File: config.mk
export PLATFORM = sky130hd
export DESIGN_NAME = shift_add_mult_ctrl
export DESIGN_NICKNAME = d
export VERILOG_FILES = /design/src/rtl/mult_pkg.sv /design/src/rtl/mult_iter_counter.sv /design/src/rtl/shift_add_mult_ctrl.sv
export SDC_FILE = /design/constraint.sdc
export NUM_CORES = 1
export LEC_CHECK = 0
export ABC_AREA = 1
export CAP_MARGIN = 20
export CORE_AREA = 4 4 41 43
export DETAILED_ROUTE_END_ITERATION = 16
export DIE_AREA = 0 0 45 47
export PLACE_DENSITY_LB_ADDON = 0.3
export SYNTH_ARGS = -nofsm -noshare
export SYNTH_HDL_FRONTEND = slang
export SYNTH_HIERARCHICAL = 1
export SYNTH_SLANG_ARGS = --single-unit
File: constraint.sdc
create_clock -name clk -period 1.8 [get_ports clk]
set_clock_uncertainty 0.05 [all_clocks]
set_input_delay 0.54 -clock clk [delete_from_list [all_inputs] [get_ports clk]]
set_output_delay 0.54 -clock clk [all_outputs]
set_load 0.005 [all_outputs]
File: src/rtl/mult_pkg.sv
// Shared types for the shift-add multiplier: shift_register ctrl codes,
// sequencer states and the A-register source select.
package mult_pkg;

  typedef enum logic [1:0] {
    SR_HOLD = 2'b00,
    SR_SHR  = 2'b01,
    SR_SHL  = 2'b10,
    SR_LOAD = 2'b11
  } sr_ctrl_e;

  typedef enum logic [2:0] {
    IDLE,
    LOAD,
    ADD,
    SHIFT,
    DONE
  } mult_state_e;

  typedef enum logic {
    A_SRC_ZERO = 1'b0,
    A_SRC_SUM  = 1'b1
  } a_src_e;

endpackage

File: src/rtl/mult_iter_counter.sv
// Shift-round counter for the multiplier sequencer; last flags the final
// (N-th) shift so the FSM can leave the ADD/SHIFT loop.
module mult_iter_counter #(
  parameter int N     = 8,
  parameter int CNT_W = $clog2(N + 1)
) (
  input  logic             clk,
  input  logic             rst_n,
  input  logic             clear,
  input  logic             inc,
  output logic [CNT_W-1:0] iter,
  output logic             last
);

  // clear takes priority so an abort during SHIFT still lands on zero
  always_ff @(posedge clk or negedge rst_n) begin
    if (!rst_n) begin
      iter <= '0;
    end else if (clear) begin
      iter <= '0;
    end else if (inc) begin
      iter <= iter + 1'b1;
    end
  end

  assign last = (iter == CNT_W'(N - 1));

endmodule

File: src/rtl/shift_add_mult_ctrl.sv
// FSM sequencer for the N-bit shift-add multiplier datapath: drives the
// M/Q/A shift_register ctrl codes, carry flop and A source mux.
module shift_add_mult_ctrl
  import mult_pkg::*;
#(
  parameter  int N     = 8,
  localparam int CNT_W = $clog2(N + 1)
) (
  input  logic             clk,
  input  logic             rst_n,
  input  logic             start,
  input  logic             abort,
  input  logic             q0,
  input  logic             out_ready,
  output logic [1:0]       m_ctrl,
  output logic [1:0]       q_ctrl,
  output logic [1:0]       a_ctrl,
  output logic             a_src,
  output logic             c_ld,
  output logic             c_clr,
  output logic             busy,
  output logic             out_valid,
  output logic [CNT_W-1:0] iter
);

  mult_state_e state;
  logic        cnt_clear;
  logic        cnt_inc;
  logic        cnt_last;

  assign cnt_clear = (state == LOAD) || (abort && (state != IDLE));
  assign cnt_inc   = (state == SHIFT);

  mult_iter_counter #(
    .N     (N),
    .CNT_W (CNT_W)
  ) u_iter_counter (
    .clk   (clk),
    .rst_n (rst_n),
    .clear (cnt_clear),
    .inc   (cnt_inc),
    .iter  (iter),
    .last  (cnt_last)
  );

  always_ff @(posedge clk or negedge rst_n) begin
    if (!rst_n) begin
      state <= IDLE;
    end else begin
      case (state)
        IDLE:  if (start && !abort) state <= LOAD;
        LOAD:  state <= abort ? IDLE : ADD;
        ADD:   state <= abort ? IDLE : SHIFT;
        SHIFT: begin
          if (abort)         state <= IDLE;
          else if (cnt_last) state <= DONE;
          else               state <= ADD;
        end
        DONE:  if (abort || out_ready) state <= IDLE;
        default: state <= IDLE;
      endcase
    end
  end

  // ADD must see q0 of the current Q contents, so outputs decode from the
  // registered state rather than being pre-registered a cycle early
  always_comb begin
    m_ctrl    = SR_HOLD;
    q_ctrl    = SR_HOLD;
    a_ctrl    = SR_HOLD;
    a_src     = A_SRC_ZERO;
    c_ld      = 1'b0;
    c_clr     = 1'b0;
    busy      = 1'b0;
    out_valid = 1'b0;
    case (state)
      LOAD: begin
        m_ctrl = SR_LOAD;
        q_ctrl = SR_LOAD;
        a_ctrl = SR_LOAD;
        c_clr  = 1'b1;
        busy   = 1'b1;
      end
      ADD: begin
        busy = 1'b1;
        if (q0) begin
          a_ctrl = SR_LOAD;
          a_src  = A_SRC_SUM;
          c_ld   = 1'b1;
        end else begin
          c_clr = 1'b1;
        end
      end
      SHIFT: begin
        a_ctrl = SR_SHR;
        q_ctrl = SR_SHR;
        busy   = 1'b1;
      end
      DONE: out_valid = 1'b1;
      default: ;
    endcase
  end

endmodule
==> impl_metrics.yaml <==
setup_path:
  worstReg2RegEnd: "u_iter_counter/iter[3]"
  r2r_slack_ns: 0.16
  critPathLaunch: "state[2]"
  reg2reg_from: "state[2]"
  cp_slowest_cell: "dfrtp_2"
  start_kind: "flip-flop"
  critPathKind: "flip-flop to output pin"
  slowest_delay_ns: 0.44
  cp_max_fo: 4
  cp_cell_sequence: "buf_4 -> buf_4 -> nor2_4 -> buf_2"
  crit_path_frequent_cell: "buf_4"
  worstPathArrival_ns: 1.24
  rr_worst_depth: 9
  critPathCaptureType: "output pin"
  required_ns: 1.21
detailed_routing:
  wire_per_inst_um: 13.0
  drt-initial-drc-count: 4
  via_count: 581
  vias_per_cell: 4.72
  drt_drc_violations_left: 0
  final_antenna_net_count: 0
  wirelength_um: 1600
  drtPass1Iterations: 4
sta:
  setup_viol: 1
  finalCritPeriodShare_pct: 102
  post-route-min-period_ns: 1.83
  slew_violations: 0
  rsz0062_at_grt: "yes"
  max-slew-margin-rel_pct: 76.1
  worstMarginPinSlew_ns: 0.357
  hold_viol: 0
  hold_ws_ns: 0.507
  fmax_ghz: 0.547
  finalWorstSetupSlack_ns: -0.0296
placement:
  pre_cts_ws_ns: -0.571
  hpwlAfterDp_um: 997
  gp_congestion: 0.809
  io_buffers: 20
  dpl.cell_count: 107
grt:
  grt.total_usage_pct: 15.9
  grt_antenna_before_repair: 0
  grt-ovfl-total: 0
  grt_pass1_wl_um: 2350
  grt_pass1_vias: 515
  grt_max_degree: 8
run_status:
  failed_checks: "negative setup slack"
  run_status: "complete, but fails checks"
final_layout:
  fillerInstances: 109
  fin_nets: 116
  area_growth_pct: 88.8
  layout-drive-gt1-share_pct: 52.8
  antennaDiodeCount: 0
  fin_cells: 123
  multi_input_area_um2: 284
  finish.utilization_pct: 68.1
  regArea_um2: 178
synthesis:
  yosysMostFrequentCell: "nand2_1"
  postSynthAreaPerCell_um2: 7.33
  synth_top_area_share_pct: 37.3
  synth-main-ff-cell: "dfrtp_1"
  syn_area_um2: 469
  ys_warn_count: 6
  synth_edf_count: 0
  synthTopCellsByArea: "dfrtp_1 (37%), nand2_1 (10%), inv_1 (6.4%)"
  async_flop_share_pct: 100
  ys_seq_area_share_pct: 37.3
  synth_common_cells: "nand2_1 (13), inv_1 (8), dfrtp_1 (7)"
  ys_seq_elements: 7
  synth_area_leader_cell: "dfrtp_1"
  syn_nets: 71
  synthCells: 64
  synth.distinct_cells: 17
floorplan:
  core_area_mm2: 0.00130
  dieWidth_um: 45
  start_util_pct: 36.1
  die_h_um: 47
  die_area_mm2: 0.00212
  io_pins: 21
  rows: 13
job:
  maxCapViolCount: 0
hold_path:
  min_path_type: "primary input to async pin"
clock_network:
  cts_root_buffer: "clkbuf_4"
  clock_latency_ns: 0.26
  cts_num_sinks: 7
  cts_tree: "built"
  cts_buffer_depth: 2
  cts.clk_slew.worst_paths_ns: 0.06
  htree_levels: 1
  cts_made_buffers: 3
power:
  power_uw: 1120
  p_per_area_mw_per_mm2: 1260
  vdd_drop_max_mv: 0.625
  p_leak_uw: 0.000498
==> metrics by stage <==
stage | cell area [µm²] | TNS, ns
finish | 886 | -0.0296
global route | 886 | -0.241
CTS | 837 | -0.415
detailed placement | 748 | -2.79
global placement | 748 | -2.53
floorplan | 469 | 0
==> cells in the final DEF (no fill, tap or decap) <==
master and n:
o21ai_1 2, clkinv_2 1, a21oi_1 4, buf_2 5
clkbuf_4 3, dlymetal6s2s_1 1, nor3_2 1, nand2_4 1
buf_4 19, nor2_4 4, nor2_1 5, clkdlybuf4s15_1 2
nand3_4 1, nand2_1 12, nor2_2 2, nand4_4 1
inv_2 4, clkbuf_2 5, inv_1 6, buf_6 4
o21ai_2 1, clkdlybuf4s50_1 7, ha_1 1, a211oi_1 1
nand3_1 4, dfrtp_1 5, dfrtp_2 2, nor3_1 1
nand2_2 3
==> worst max path at each step <==
stage / slack, ns / cells after the start / end
2_1_floorplan: 0.31 / 4 / m_ctrl[1]
3_3_place_gp: -0.54 / 4 / a_ctrl[0]
3_5_place_dp: -0.57 / 4 / a_ctrl[0]
4_1_cts: -0.13 / 6 / c_ld
5_1_grt: -0.06 / 4 / busy
6_report: -0.03 / 4 / busy
==> power by group <==
group          switching (µW)  total, µW  internal, µW  leakage [µW]
clock                    62.3        144          81.4     0.0000177
sequential               24.6        213           189     0.0000914
combinational             377        764           387      0.000389
total                     464       1120           657      0.000498
==> layer usage <==
layer | share of wire (%) | global-route usage [%]
met5 | 0 | 0
met4 | 0 | 7.02
met3 | 4.8 | 3.45
met2 | 55 | 29.7
met1 | 40 | 17.0
==> sequential cells by signal, summed over array words and instances (netlist names) <==
signal and count:
state 3, u_iter_counter/iter 4
==> cell type report <==
cell class                 count  area share, %
timing repair buffer          43           38.4
multi-input combinational     44           32.1
sequential                     7           20.1
inverter                      10           4.24
clock buffer                   3           2.54
tap                           15           2.12
clock inverter                 1          0.565
==> worst max-delay path, delay by kind of cell, from the launching register on <==
kind	cells	cell delay, ns
buffers and inverters	3	0.44
DFF	1	0.44
and+or+nand+nor	1	0.10
==> what timing repair did <==
item / in CTS / in global routing
hold buffers: 0 / 0
setup endpoints to repair: 11 / 14
pin swaps: 3 / 5
gates resized for setup: 39 / 22
buffers inserted: 8 / 7
==> logic make-up after synthesis <==
family	synth area share (%)
AND/OR/NAND/NOR	38.1
flip-flops	37.3
AO/OA/AOI/OAI	9.07
adder cells (fa/ha/maj)	2.67
buffers and inverters	12.8
No activity file was read; power rests on OpenSTA's default activity.
